--- src/rtl/id_issue_queue.sv ---
// id_issue_queue: in-order decode-to-issue buffer.
// Accepts up to NR_IN decoded entries per cycle and presents the oldest NR_OUT
// entries to issue, which retires an in-order prefix of them each cycle.
// Space freed by a same-cycle ack is immediately reusable by the decoders.
module id_issue_queue #(
  parameter int DEPTH  = 4,
  parameter int NR_IN  = 2,
  parameter int NR_OUT = 2,
  parameter int WIDTH  = 64
) (
  input  logic                          clk_i,
  input  logic                          rst_ni,
  input  logic                          flush_i,
  input  logic [NR_IN-1:0]              fetch_valid_i,
  input  logic [NR_IN-1:0][WIDTH-1:0]   fetch_data_i,
  output logic [NR_IN-1:0]              fetch_ready_o,
  output logic [NR_OUT-1:0]             issue_valid_o,
  output logic [NR_OUT-1:0][WIDTH-1:0]  issue_data_o,
  input  logic [NR_OUT-1:0]             issue_ack_i,
  output logic [$clog2(DEPTH):0]        count_o
);

  localparam int PW = $clog2(DEPTH);
  localparam int CW = PW + 1;
  localparam int FW = CW + 1;

  logic [WIDTH-1:0] mem_q [DEPTH];
  logic [PW-1:0]    rd_q;
  logic [PW-1:0]    wr_q;
  logic [CW-1:0]    count_q;
  logic [CW-1:0]    deq;
  logic [CW-1:0]    enq;
  logic [FW-1:0]    free;

  assign count_o = count_q;

  // Issue lanes: lane j shows the j-th oldest entry, zero when not valid
  always_comb begin
    issue_valid_o = '0;
    issue_data_o  = '0;
    for (int j = 0; j < NR_OUT; j++) begin
      if (CW'(j) < count_q) begin
        issue_valid_o[j] = 1'b1;
        issue_data_o[j]  = mem_q[rd_q + PW'(j)];
      end
    end
  end

  // Dequeue count: acked lanes among the valid ones
  always_comb begin
    deq = '0;
    for (int j = 0; j < NR_OUT; j++) begin
      deq = deq + CW'(issue_ack_i[j] & issue_valid_o[j]);
    end
  end

  // Ready prefix from free space (acked slots count as free); enqueue count
  always_comb begin
    free          = FW'(DEPTH) - {1'b0, count_q} + {1'b0, deq};
    fetch_ready_o = '0;
    enq           = '0;
    for (int i = 0; i < NR_IN; i++) begin
      fetch_ready_o[i] = !flush_i && (FW'(i) < free);
      enq              = enq + CW'(fetch_valid_i[i] & fetch_ready_o[i]);
    end
  end

  // Pointers and occupancy; flush drops everything and ignores acks
  always_ff @(posedge clk_i or negedge rst_ni) begin
    if (!rst_ni) begin
      rd_q    <= '0;
      wr_q    <= '0;
      count_q <= '0;
    end else if (flush_i) begin
      rd_q    <= '0;
      wr_q    <= '0;
      count_q <= '0;
    end else begin
      rd_q    <= rd_q + PW'(deq);
      wr_q    <= wr_q + PW'(enq);
      count_q <= count_q + enq - deq;
    end
  end

  // Payload storage; accepted lanes land at consecutive slots after wr_q
  always_ff @(posedge clk_i or negedge rst_ni) begin
    if (!rst_ni) begin
      for (int k = 0; k < DEPTH; k++) begin
        mem_q[k] <= '0;
      end
    end else begin
      for (int i = 0; i < NR_IN; i++) begin
        if (fetch_valid_i[i] && fetch_ready_o[i]) begin
          mem_q[wr_q + PW'(i)] <= fetch_data_i[i];
        end
      end
    end
  end

`ifndef SYNTHESIS
  // A stalled decode entry must reappear, unchanged, shifted down by the
  // number of lanes accepted alongside it.
  logic [NR_IN-1:0]            stall_q;
  logic [NR_IN-1:0][WIDTH-1:0] data_q;
  logic [CW-1:0]               enq_q;

  // Remember last cycle's stalled lanes for the stability check
  always_ff @(posedge clk_i or negedge rst_ni) begin
    if (!rst_ni) begin
      stall_q <= '0;
      data_q  <= '0;
      enq_q   <= '0;
    end else begin
      stall_q <= flush_i ? '0 : (fetch_valid_i & ~fetch_ready_o);
      data_q  <= fetch_data_i;
      enq_q   <= enq;
    end
  end

  // Handshake protocol checks
  always @(posedge clk_i) begin
    if (rst_ni) begin
      assert ((fetch_valid_i & (fetch_valid_i + NR_IN'(1))) == '0);
      assert ((issue_ack_i & (issue_ack_i + NR_OUT'(1))) == '0);
      assert ((issue_ack_i & ~issue_valid_o) == '0);
      if (!flush_i) begin
        for (int i = 0; i < NR_IN; i++) begin
          for (int j = 0; j < NR_IN; j++) begin
            if (stall_q[i] && (int'(enq_q) + j == i)) begin
              assert (fetch_valid_i[j] && (fetch_data_i[j] == data_q[i]));
            end
          end
        end
      end
    end
  end
`endif

endmodule

--- config.mk ---
export PLATFORM = sky130hd
export DESIGN_NAME = id_issue_queue
export DESIGN_NICKNAME = d
export VERILOG_FILES = /design/src/rtl/id_issue_queue.sv
export SDC_FILE = /design/constraint.sdc
export NUM_CORES = 1
export LEC_CHECK = 0
export CAP_MARGIN = 20
export CORE_MARGIN = 1
export CORE_UTILIZATION = 55
export CTS_CLUSTER_SIZE = 16
export DETAILED_ROUTE_END_ITERATION = 10
export GPL_TIMING_DRIVEN = 0
export PLACE_DENSITY_LB_ADDON = 0.25
export SLEW_MARGIN = 20
export SYNTH_ARGS = -nofsm -noshare
export SYNTH_HDL_FRONTEND = slang
export SYNTH_SLANG_ARGS = --single-unit
--- constraint.sdc ---
create_clock -name clk_i -period 6.05 [get_ports clk_i]
set_clock_uncertainty 0.15 [all_clocks]
set_input_delay 0.605 -clock clk_i [delete_from_list [all_inputs] [get_ports clk_i]]
set_output_delay 0.605 -clock clk_i [all_outputs]
set_load 0.02 [all_outputs]
==> metrics.md, run 1 <==
| Metric | Value |
|---|---|
| Status | completed |
| Core area | 30,700 um^2 |
| WP data required | between 5000 and 6000 ps |
| H-tree depth | 1 |
| Register bit total from synthesis | 263 |
| Total leakage power | about 8.5 nW |
| Met3 Track Usage GR | 4.75% |
| Worst slew margin | a little over a quarter |
| Share of layout cells above drive strength 1 | 45.9% |
| DRC | 0 |
| Post_cts resized | 0 |
| HP Class | primary input to asynchronous set/reset pin |
| Reported max-cap violation count | 0 |
| Slew of the pin with the lowest slew margin | about 1100 ps |
| R2r setup slk | 1160 ps |
| Period utilization | slightly above 80% |
| Leading area contributor after synthesis | dfrtp_1 |
| CTS tree | yes |
| GRT Overall Usage | 29.1% |
| Largest net degree at the start of global routing | 96 |
| Area after DPL | between 20,000 and 25,000 um^2 |
| Sequential area share after synthesis | 38.3% |
| Critical-path maximum fanout | 10 |
| WL/cell | 23.8 um |
| Reg-to-reg startpoint | count_o[2]$_DFF_PN0_ |
| Final min period | 4950 ps |
| Most frequent CP cell | nor2_1 |
| Critical R2R Capture | count_o[2]$_DFF_PN0_ |
| Cell Chain, Critical Path | or3_2 -> clkbuf_1 -> nand3_1 -> o21a_1 -> ha_1 -> inv_1 -> fa_1 -> nand2_1 -> a21oi_1 -> nor2_1 -> nor3_1 -> nor2_1 -> clkdlybuf4s50_1 |
| FMAX | 0.202 GHz |
| Synth cell types | 34 |
| Count leader, synth | mux2_2 |
| Global route hottest layer | met2 |
| RSZ-0062 raised after global routing | no |
| Worst path bufs/invs | 3 |
| Net count, final | 1,643 |
| Worst R2R Path Depth | 21 |
| Share of the synthesized area in the top cell type | 38.3% |
| Crit path arrival time | between 4000 and 5000 ps |
| Crit Path Class | flip-flop to output port |
| Cell Pwr Density | 581 nW/um^2 |
| Final instance area | 21,500 um^2 |
| Post-DP HPWL | 30,900 um |
| Final-report max-slew violation count | 0 |
| Met1 Track Usage GR | 39.5% |
| Initial Util | a little under three fifths |
| DP Worst Slack | roughly 1200 ps |
| Die area | 31,900 um^2 |
| Antenna-violating nets left | 0 |
| Ports | 270 |
| Clk_lat worst skew | 550 ps |
| Port Buffers | between 200 and 300 |
| Initial antenna violation count | 3 |
| Clk root buf | clkbuf_16 |
| Asr flop ratio synth | 100% |
| M2 GR Usage | 47.8% |
| First-pass GRT wire length | 70,000 um |
| Via count | 11,686 |
| Synth area leaders | dfrtp_1, mux2_2, mux4_2, and2_1, mux2_1 |
| Final core occ | a little over two thirds |
| Iteration count of the initial detailed-routing pass | 4 |
| Synth warnings | 0 |
| Gpl congestion | 0.811 |
| Hold-fix buffers at CTS | 1 |
| Vias in the first global route | 12,180 |
| Final WL | 45,700 um |
| Syn_area_per_cell | 14.4 um^2 |
| Crit path capture type | output port |
| Setup violators final | 0 |
| Initial DRC Count | about 620 |
| EDFF count, synth | 0 |
| Clock transition at the registers of the reported paths | 60 ps |
| CP peak stage delay | 660 ps |
| Die height | 179 um |
| Via/cell ratio | 6.07 |
| Placement Rows | 64 |
| Die width | 179 um |
| Final Hold Viols | 0 |
| Post-Syn Area | around 17,000 um^2 |
| Setup TNS | 0 ps |
| Area Overhead vs Synth | 25.2% |
| Number of setup buffers added after CTS | 0 |
| CTS sink cnt | around 260 |
| PnR worst setup slack | 1100 ps |
| Syn Inst Count | 1,193 |
| Critical Path Source Type | flip-flop |
| Synth top cells by count | mux2_2, dfrtp_1, and2_1, mux4_2, clkbuf_1 |
| Grt ovf | 0 |
| Max clock buf depth | 3 |
| Crit-path leading delay family | simple AND/OR/NAND/NOR gates |
| Synthesized Nets | 1,338 |
| Critical path's slowest cell | clkdlybuf4s50_1 |
| Cts bufs inserted | 30 |
| Max VDD drop | between 400 and 500 uV |
| Main synth FF type | dfrtp_1 |
[placed cells by master (no fill, tap or decap), types with 10 or more instances in the layout]
master           instances
and2_1                 128
buf_1                   15
buf_2                   10
buf_6                   24
clkbuf_1                49
clkbuf_16               31
clkdlybuf4s50_1        268
dfrtp_1                263
mux2_1                  41
mux2_2                 460
mux2_4                  11
mux4_2                 128
nor2_1                  11
[per-layer routing]
metal  share of wire, %  routed length [um]
met2                 49               22600
met5                  0                   0
met1                 42               19300
met4                2.5                1160
met3                5.8                2650
[where the power goes]
| group | switching, mW | internal [mW] | total [mW] |
|---|---|---|---|
| logic | 3.06 | 4.25 | 7.31 |
| registers | 0.649 | 2.65 | 3.30 |
| clock network | 0.747 | 1.12 | 1.86 |
[per-stage QoR]
step	power, mW	hold slack, ps	instances
finish	12.5	362	1924
global route	13.2	369	1920
CTS	12.5	354	1918
detailed placement	10.6	336	1861
global placement	10.4	452	1858
floorplan	8.14	159	1193
[cells by family (layout without fill, tap and decap cells)]
kind of cell	after synthesis	after routing	share of synthesized area (%)
other	0	6	0
AOI/OAI and AO/OA	4	4	0.277
muxes	640	640	50.6
and+or+nand+nor	167	167	6.18
xor gates and xnor gates	6	6	0.306
buffers and inverters	103	432	3.40
adders and majority gates	10	10	0.860
DFF	263	263	38.3
[layout make-up]
type,instances,area [um^2]
multi-input cells,827,10000
fillers,2090,9190
flip-flops and latches,263,6580
repair buffers,273,2790
clock buffers,45,908
plain buffers,94,551
well taps,396,495
clock inverters,11,109
inverters,9,33.8
diodes,6,15.0
[how the worst max path moves through the flow]
stage	startpoint	to	cells past startpoint
6_report	count_o[2]$_DFF_PN0_	fetch_ready_o[0]	13
5_1_grt	count_o[2]$_DFF_PN0_	count_o[2]$_DFF_PN0_	21
4_1_cts	count_o[2]$_DFF_PN0_	fetch_ready_o[0]	13
3_5_place_dp	count_o[2]$_DFF_PN0_	mem_q[95]$_DFF_PN0_	12
3_3_place_gp	rst_ni	mem_q[59]$_DFF_PN0_	1
2_1_floorplan	count_o[2]$_DFF_PN0_	count_o[2]$_DFF_PN0_	19
[flip-flops by register name, indices dropped and copies added, names as in the netlist]
signal   cells
mem_q      256
rd_q         2
wr_q         2
count_o      3
No activity file was read; power rests on OpenSTA's default activity.
==> inputs of run 2 (changes only) <==
==> constraint.sdc (replaced) <==
create_clock -name clk_i -period 4.84 [get_ports clk_i]
set_clock_uncertainty 0.15 [all_clocks]
set_input_delay 0.484 -clock clk_i [delete_from_list [all_inputs] [get_ports clk_i]]
set_output_delay 0.484 -clock clk_i [all_outputs]
set_load 0.02 [all_outputs]
==> run 2 against run 1 <==
Effect of this change: clock-buffer cell count stayed put; via count is 0.27% lower; cell area stayed put; global-route usage hardly changed; hold slack worse by 120 ps; sequential share of layout area stayed put; utilization stayed put; die area stayed put.
==> metrics.md, run 2 (synthesized netlist as in run 1, its figures left out) <==
| Metric | Value |
|---|---|
| Status | completed |
| Iteration count of the initial detailed-routing pass | 5 |
| Cell Pwr Density | between 700 and 800 nW/um^2 |
| Slew of the pin with the lowest slew margin | 1100 ps |
| Final instance area | 21,500 um^2 |
| Share of layout cells above drive strength 1 | between 40% and 50% |
| Critical path's slowest cell | or3_4 |
| Max FFs per register | roughly 260 |
| First-pass GRT wire length | 70,000 um |
| CTS sink cnt | 263 |
| Die area | 31,900 um^2 |
| R2r setup slk | 380 ps |
| RSZ-0062 raised after global routing | no |
| Final Hold Viols | 0 |
| Crit path arrival time | between 4000 and 5000 ps |
| Reg-to-reg startpoint | count_o[2]$_DFF_PN0_ |
| WP data required | 5120 ps |
| Most common cell after layout, fill and taps aside | mux2_2 |
| Fin cells | 1,923 |
| Initial antenna violation count | 3 |
| Placement Rows | 64 |
| Critical Path Source | count_o[2]$_DFF_PN0_ |
| Area after DPL | 20,400 um^2 |
| CP peak stage delay | 530 ps |
| H-tree depth | 1 |
| Via count | 11,655 |
| GRT Overall Usage | 29.1% |
| Clk_lat worst skew | 550 ps |
| DRC | 0 |
| Reported max-cap violation count | 0 |
| Final min period | 4460 ps |
| Layout fillers | 2,089 |
| Core area | 30,700 um^2 |
| Setup violators final | 0 |
| Sequential cell area | 6580 um^2 |
| WL/cell | between 20 and 25 um |
| Critical R2R Capture | count_o[2]$_DFF_PN0_ |
| Worst slew margin | 25.9% |
| Antenna-violating nets left | 0 |
| Initial DRC Count | 580 |
| Cell Chain, Critical Path | or3_4 -> nand3_1 -> o21a_1 -> ha_1 -> inv_1 -> fa_1 -> nor2_1 -> nor2_1 -> nor3_1 -> nor2_1 -> ha_1 -> inv_1 -> ha_1 -> inv_1 -> ha_1 -> inv_1 -> fa_1 -> xnor2_1 -> xnor2_1 -> nor2_1 |
| Crit Path Class | flip-flop to flip-flop |
| Gpl congestion | 0.811 |
| Max clock buf depth | 3 |
| Critical-path maximum fanout | 12 |
| CTS tree | yes |
| Worst R2R Path Depth | 20 |
| Via/cell ratio | 6.06 |
| Worst path bufs/invs | 4 |
| Max VDD drop | roughly 530 uV |
| Grt ovf | 0 |
| Area Overhead vs Synth | 25.2% |
| Die height | 179 um |
| Clock transition at the registers of the reported paths | approximately 60 ps |
| Final hold slack | approximately 240 ps |
| Net count, final | around 1,600 |
| DP Worst Slack | -45.8 ps |
| Vias in the first global route | 12,175 |
| Period utilization | slightly above 90% |
| Crit-path leading delay family | adder cells |
| Multi-input logic area | 10,000 um^2 |
| PnR worst setup slack | 383 ps |
| Biggest register | mem_q |
| Critical Path Source Type | flip-flop |
| Cts bufs inserted | 30 |
| Die width | 179 um |
| HP Class | primary input to asynchronous set/reset pin |
| Total leakage power | 8.49 nW |
| Post-Place Cells | approximately 1,900 |
| Most frequent cells in the layout | mux2_2, clkdlybuf4s50_1, dfrtp_1 |
| Port Buffers | 269 |
| Largest net degree at the start of global routing | 96 |
| Ports | 270 |
| Post-DP HPWL | 30,900 um |
| FMAX | 0.224 GHz |
| Clk root buf | clkbuf_16 |
| Crit path capture type | flip-flop |
| Final-report max-slew violation count | 0 |
| Initial Util | 56.0% |
| Final WL | 45,700 um |
## run 2: changes by cell type in the layout (fill, tap and decap cells not counted), sizes merged
cell	change
clkbuf	-1
## run 2: layout make-up
type	instances	share of cell area, %
clock inverter	11	0.507
clock buffer	45	4.23
buffer	93	2.55
antenna	6	0.0699
tap	396	2.31
sequential	263	30.6
inverter	9	0.157
timing repair buffer	273	13.0
multi-input combinational	827	46.6
## run 2: worst max-delay path by stage
stage	slack, ps	depth (start not counted)	to
after CTS	170	20	count_o[2]$_DFF_PN0_
after floorplan	500	19	count_o[2]$_DFF_PN0_
after global placement	-8550	1	mem_q[59]$_DFF_PN0_
after global routing	90	20	count_o[2]$_DFF_PN0_
final	380	20	count_o[2]$_DFF_PN0_
after detailed placement	-50	12	mem_q[95]$_DFF_PN0_
## run 2: what timing repair did
action,4_1_cts,5_1_grt
pin swaps,1,0
setup buffers,0,0
hold buffers,1,0
endpoints found under the setup margin,100,1
resized for setup,0,1
endpoints found under the hold margin,29,0
## run 2: through the flow
step	TNS, ps	power [mW]	utilization, %
5_1_grt	0	16.5	70.0
3_5_place_dp	-586	13.3	66.6
4_1_cts	0	15.7	70.0
2_1_floorplan	0	10.2	-
3_3_place_gp	-2237280	13.0	66.4
6_report	0	15.6	70.0
## run 2: worst register-to-register path, stage by stage, from the launching register on
cell and delay, ps:
dfrtp_1 460, or3_4 530, nand3_1 120, o21a_1 150, ha_1 160, inv_1 60, fa_1 450, nor2_1 160
nor2_1 90, nor3_1 250, nor2_1 80, ha_1 300, inv_1 40, ha_1 280, inv_1 60, ha_1 130
inv_1 50, fa_1 430, xnor2_1 180, xnor2_1 140, nor2_1 50
## run 2: power by group
group / switching (mW) / total, mW / internal (mW)
Sequential: 0.812 / 4.13 / 3.32
Clock: 0.936 / 2.33 / 1.40
Combinational: 3.82 / 9.14 / 5.32
Total: 5.57 / 15.6 / 10.0
## run 2: routing by layer
| metal | track usage (%) | part of all wire [%] |
|---|---|---|
| met5 | 0 | 0 |
| met4 | 9.25 | 2.7 |
| met3 | 4.75 | 6.5 |
| met2 | 47.9 | 49 |
| met1 | 39.5 | 42 |
